[src/rtl/dest_collector_pkg.sv]
// Shared constants for the destination collector: FSM encodings,
// source identifiers and the default destination word width.
package dest_collector_pkg;

  // Destination FIFO word width used when the instantiation does not override it.
  localparam int WORD_SIZE_DEF = 6;

  // Collector FSM states.
  localparam logic [1:0] ST_IDLE = 2'd0;
  localparam logic [1:0] ST_POP  = 2'd1;
  localparam logic [1:0] ST_CAP  = 2'd2;
  localparam logic [1:0] ST_HOLD = 2'd3;

  // Source identifiers as carried on src_out and held as the last grant.
  localparam logic SRC_D0 = 1'b0;
  localparam logic SRC_D1 = 1'b1;

endpackage

[src/rtl/dest_collector_rr_arb2.sv]
// Two-way round-robin selector. With both requests present the source
// opposite the previous grant wins; with one request that source wins.
module rr_arb2
  import dest_collector_pkg::*;
(
  input  logic [1:0] req,
  input  logic       last_grant,
  output logic       grant
);

  // Pick the winner; the value with no request is a don't-care (D0).
  always_comb begin
    grant = SRC_D0;
    if (req == 2'b11) begin
      grant = ~last_grant;
    end else if (req[1]) begin
      grant = SRC_D1;
    end
  end

endmodule

[src/rtl/dest_collector.sv]
// Collects words from two destination FIFOs (D0, D1) one at a time,
// presents each on a valid/ready output and counts deliveries per source.
//
// Handshake: valid_out is high only in HOLD; a word transfers on the rising
// edge where valid_out and out_ready are both 1. data_out and src_out do not
// change while valid_out is high and out_ready is low.
module dest_collector
  import dest_collector_pkg::*;
#(
  parameter int WORD_SIZE = WORD_SIZE_DEF,
  parameter int CNT_W     = 8
) (
  input  logic                 clk,
  input  logic                 reset_L,
  input  logic                 empty_d0,
  input  logic                 empty_d1,
  input  logic [WORD_SIZE-1:0] data_d0,
  input  logic [WORD_SIZE-1:0] data_d1,
  output logic                 pop_d0,
  output logic                 pop_d1,
  input  logic                 out_ready,
  output logic                 valid_out,
  output logic [WORD_SIZE-1:0] data_out,
  output logic                 src_out,
  output logic [CNT_W-1:0]     cnt_d0,
  output logic [CNT_W-1:0]     cnt_d1,
  output logic                 route_err
);

  logic [1:0]           state_q, state_d;
  logic                 sel_q, sel_d;     // source of the read in flight
  logic                 last_q, last_d;   // last granted source
  logic                 arm_q, arm_d;     // low for the first cycle out of reset
  logic                 pop0_q, pop0_d;
  logic                 pop1_q, pop1_d;
  logic [WORD_SIZE-1:0] dout_q, dout_d;
  logic                 src_q, src_d;
  logic [CNT_W-1:0]     cnt0_q, cnt0_d;
  logic [CNT_W-1:0]     cnt1_q, cnt1_d;
  logic                 err_q, err_d;

  logic [1:0]           req;
  logic                 grant;

  assign req = {~empty_d1, ~empty_d0};

  rr_arb2 u_arb (
    .req        (req),
    .last_grant (last_q),
    .grant      (grant)
  );

  // Next-state logic: one read at a time, empties looked at only in IDLE.
  always_comb begin
    state_d = state_q;
    sel_d   = sel_q;
    last_d  = last_q;
    arm_d   = 1'b1;
    pop0_d  = 1'b0;
    pop1_d  = 1'b0;
    dout_d  = dout_q;
    src_d   = src_q;
    cnt0_d  = cnt0_q;
    cnt1_d  = cnt1_q;
    err_d   = err_q;
    case (state_q)
      ST_IDLE: begin
        if (arm_q && (req != 2'b00)) begin
          sel_d   = grant;
          last_d  = grant;
          pop0_d  = (grant == SRC_D0);
          pop1_d  = (grant == SRC_D1);
          state_d = ST_POP;
        end
      end
      ST_POP: begin
        state_d = ST_CAP;
      end
      ST_CAP: begin
        // FIFO read data is valid the cycle after the pop.
        dout_d  = (sel_q == SRC_D1) ? data_d1 : data_d0;
        src_d   = sel_q;
        state_d = ST_HOLD;
      end
      ST_HOLD: begin
        if (out_ready) begin
          if (src_q == SRC_D1) begin
            cnt1_d = cnt1_q + CNT_W'(1);
          end else begin
            cnt0_d = cnt0_q + CNT_W'(1);
          end
          // Bit 4 of each word names the destination it was routed to.
          if (dout_q[4] != src_q) begin
            err_d = 1'b1;
          end
          state_d = ST_IDLE;
        end
      end
      default: begin
        state_d = ST_IDLE;
      end
    endcase
  end

  // State registers with synchronous active-low reset.
  always_ff @(posedge clk) begin
    if (!reset_L) begin
      state_q <= ST_IDLE;
      sel_q   <= SRC_D0;
      last_q  <= SRC_D1;
      arm_q   <= 1'b0;
      pop0_q  <= 1'b0;
      pop1_q  <= 1'b0;
      dout_q  <= '0;
      src_q   <= SRC_D0;
      cnt0_q  <= '0;
      cnt1_q  <= '0;
      err_q   <= 1'b0;
    end else begin
      state_q <= state_d;
      sel_q   <= sel_d;
      last_q  <= last_d;
      arm_q   <= arm_d;
      pop0_q  <= pop0_d;
      pop1_q  <= pop1_d;
      dout_q  <= dout_d;
      src_q   <= src_d;
      cnt0_q  <= cnt0_d;
      cnt1_q  <= cnt1_d;
      err_q   <= err_d;
    end
  end

  assign pop_d0    = pop0_q;
  assign pop_d1    = pop1_q;
  assign valid_out = (state_q == ST_HOLD);
  assign data_out  = dout_q;
  assign src_out   = src_q;
  assign cnt_d0    = cnt0_q;
  assign cnt_d1    = cnt1_q;
  assign route_err = err_q;

endmodule

[config.mk]
export PLATFORM = sky130hd
export DESIGN_NAME = dest_collector
export DESIGN_NICKNAME = d
export VERILOG_FILES = /design/src/rtl/dest_collector_pkg.sv /design/src/rtl/dest_collector_rr_arb2.sv /design/src/rtl/dest_collector.sv
export SDC_FILE = /design/constraint.sdc
export NUM_CORES = 1
export LEC_CHECK = 0
export CAP_MARGIN = 0
export CORE_ASPECT_RATIO = 0.6
export CORE_UTILIZATION = 45
export CTS_BUF_LIST = sky130_fd_sc_hd__clkbuf_16
export DETAILED_ROUTE_END_ITERATION = 7
export PLACE_DENSITY = 0.77
export SLEW_MARGIN = 20
export SYNTH_ARGS = -nofsm -noshare
export SYNTH_HDL_FRONTEND = slang
export SYNTH_SLANG_ARGS = --single-unit
[constraint.sdc]
create_clock -name clk -period 1.9 [get_ports clk]
set_input_delay 0.38 -clock clk [delete_from_list [all_inputs] [get_ports clk]]
set_output_delay 0.38 -clock clk [all_outputs]
set_load 0.01 [all_outputs]
==> results.md <==
- Count of filler cells inserted in the layout: 233
- Placement Cell Area: 0.00191 mm²
- Clock latency on the worst-skew pair: 0.27 ns
- Die outline height: 45.4 µm
- Final net count: 217
- Global-route wire length before repair: 5.43 mm
- Min Tclk post-route: 1.78 ns
- Clock buffer count from CTS: 5
- Via/cell ratio: 5.25
- EDFF count, synth: 0
- Die Area: 0.00337 mm²
- CTS tree: done
- Buffer type at the clock tree root: sky130_fd_sc_hd__clkbuf_16
- Clock transition at the register clock pins on the worst setup and hold paths after CTS: 0.05 ns
- Total number of yosys warnings: 0
- Post-route fraction of the period consumed by the critical path: 93.4%
- Rel. slew slack: 69.7%
- Crit path launch type: flop
- Maximum clock path buffer count: 2
- Total DRC errors in the routed layout: 0
- Gp weighted congestion: 0.739
- GRT Util Overall: 22.7%
- Cell-by-cell listing of the critical path: clkdlybuf4s50_1
- Run status: completed
- Syn nets: 167
- Sinks on Clock Net: 31
- Data arrival at the endpoint of the critical path: 1.40 ns
- Number of buffers and inverters on the critical path: 1
- Number of levels in the clock H-tree: 2
- Largest area contributor in the netlist: sky130_fd_sc_hd__dfxtp_1
- Number of antenna violations at the first check in global routing: 0
- Vias in the first global route: 1211
- Placed insts: 230
- Most used cells in the layout excluding fill and tap cells: sky130_fd_sc_hd__clkdlybuf4s50_1 (43), sky130_fd_sc_hd__dfxtp_1 (31), sky130_fd_sc_hd__nor2_1 (16)
- Inserted Diodes: 0
- Number of storage elements in the synthesis netlist: 31
- Die width: 74.3 µm
- Timing-limited maximum frequency: 563 MHz
- Post-synthesis cell count: 145
- Post-CTS setup repair buffer count: 0
- Rows: 15
- Hold violation total from the final report: 0
- Top-level port count: 44
- Number of endpoints failing setup at the final stage: 0
- Worst-case setup margin in the final layout: 0.125 ns
- Setup skew after layout: 0.00301 ns
- Post-layout instance count excluding filler cells: 238
- Final Max Slew Viols: 0
- Proportion of synthesized chip area in sequential cells: 44.0%
- Leading post-synthesis cells by cell area: sky130_fd_sc_hd__dfxtp_1 (44%), sky130_fd_sc_hd__mux2i_1 (7.1%), sky130_fd_sc_hd__ha_1 (4.4%), sky130_fd_sc_hd__nor2_1 (4.3%), sky130_fd_sc_hd__a21oi_1 (3.5%)
- Static leakage: 0.791 nW
- Sum of negative setup slack: 0 ns
- Worst hold path type: reg2reg
- Core Footprint: 0.00293 mm²
- Area fraction of the dominant cell type after synthesis: 44.0%
- Pre-CTS setup slack: -0.0637 ns
- Most common cell after layout, fill and taps aside: sky130_fd_sc_hd__clkdlybuf4s50_1
- Post-CTS Hold Buffers: 0
- Layout Area Growth over Synthesis: 45.1%
- Max-capacitance violation count: 0
- Proportion of synthesized flip-flops having asynchronous set or reset: 0%
- Detailed Routing Iterations Pass 1: 4
- Avg WL per Cell: 13.7 µm
- Post-cts resize count: 0
- Fraction of layout instances using a drive strength above 1: 9.69%
- Total Power Consumption: 2.01 mW
- Type of the worst setup path: reg2out
- Initial core utilization: 48.2%
- Largest fanout of any net on the critical path: 9
- Count of buffers inserted at the top-level ports: 43
- DR vias: 1250
- Total routed wirelength: 3.27 mm
- Post-synth top flop: sky130_fd_sc_hd__dfxtp_1
- Count of unique library cells instantiated by Yosys: 34
- Required time worst endpoint: 1.52 ns
- Setup repair after global routing missed its margin: no
- Number of nets with antenna violations after detailed routing: 0
- GRT overflow: 0
- Family with the most delay on the worst path: buffers and inverters
- Critical-path top delay cell: sky130_fd_sc_hd__clkdlybuf4s50_1
- Delay of the slowest critical-path stage: 0.61 ns
- Actual slew at the worst max-slew pin: 0.455 ns
- Setup crit end kind: output port
- HPWL reported at the end of detailed placement: 2.41 mm
- Cell area after layout: 0.00205 mm²
- Maximum number of pins on one net before global-route repair: 25
- Synthesized area: 0.00141 mm²
- Peak supply drop: 0.000625 V
- Number of DRC markers after the initial detailed-route iteration: 29
- Power density over the cells: 984 mW/mm²
- Mean post-synth cell area: 9.72 µm²
-- cell type report --
class | count | area, µm² | area share [%]
Sequential cell | 31 | 621 | 30.3
Multi-Input combinational cell | 104 | 728 | 35.6
Timing Repair Buffer | 50 | 495 | 24.2
Inverter | 3 | 11.3 | 0.550
Clock inverter | 3 | 12.5 | 0.612
Tap cell | 42 | 52.6 | 2.57
Clock buffer | 5 | 125 | 6.12
-- power breakdown --
group	leakage (nW)	total, mW	internal, mW	switching [mW]
clock network	0.0762	0.724	0.471	0.254
registers	0.251	0.803	0.736	0.0672
logic	0.464	0.486	0.261	0.225
-- routing by layer --
metal / vias to the layer above / part of all wire (%) / track usage (%) / wire (µm)
met4: 0 / 1.6 / 11.7 / 53
met5: - / 0 / 0 / 0
met3: 6 / 5.7 / 9.60 / 187
met2: 46 / 45 / 34.0 / 1480
li1: 627 / - / - / -
met1: 571 / 47 / 28.0 / 1550
-- final timing paths --
| check | endpoint | depth (start not counted) | start | slack, ns |
|---|---|---|---|---|
| setup / recovery | src_out | 1 | src_out | 0.12 |
| hold / removal | route_err | 2 | route_err | 0.47 |
| setup reg to reg | cnt_d1[7] | 6 | state_q[1] | 0.14 |
| hold reg to reg | route_err | 2 | route_err | 0.47 |
-- sequential cells by signal, summed over array words and instances (netlist names) --
| name | count |
|---|---|
| arm_q | 1 |
| cnt_d0 | 8 |
| cnt_d1 | 8 |
| data_out | 6 |
| last_q | 1 |
| pop_d0 | 1 |
| pop_d1 | 1 |
| route_err | 1 |
| sel_q | 1 |
| src_out | 1 |
| state_q | 2 |
-- metrics by stage --
stage / hold slack, ns / util, %
2_1_floorplan: 0.408 / -
3_3_place_gp: 0.465 / 65.2
3_5_place_dp: 0.459 / 65.2
4_1_cts: 0.472 / 69.9
5_1_grt: 0.502 / 69.9
6_report: 0.470 / 69.9
-- logic make-up after synthesis --
group,synth area share (%)
compound gates,15.4
xor+xnor,3.11
fa+ha+maj,4.44
buf+inv,4.35
flops,44.0
mux,7.10
simple gates,21.6
-- synth_stat cells (2+ instances only) --
cell type	number
sky130_fd_sc_hd__o21ai_0	7
sky130_fd_sc_hd__inv_1	2
sky130_fd_sc_hd__xor2_1	5
sky130_fd_sc_hd__mux2i_1	10
sky130_fd_sc_hd__nand3b_1	3
sky130_fd_sc_hd__or4_1	3
sky130_fd_sc_hd__nand4b_4	2
sky130_fd_sc_hd__nand4_1	3
sky130_fd_sc_hd__ha_1	5
sky130_fd_sc_hd__o31ai_1	4
sky130_fd_sc_hd__a21oi_1	10
sky130_fd_sc_hd__nand2_1	11
sky130_fd_sc_hd__buf_6	3
sky130_fd_sc_hd__nor2_1	16
sky130_fd_sc_hd__or3_1	5
sky130_fd_sc_hd__clkbuf_1	3
sky130_fd_sc_hd__a211oi_1	6
sky130_fd_sc_hd__dfxtp_1	31
(Power assumes the default switching activity.)
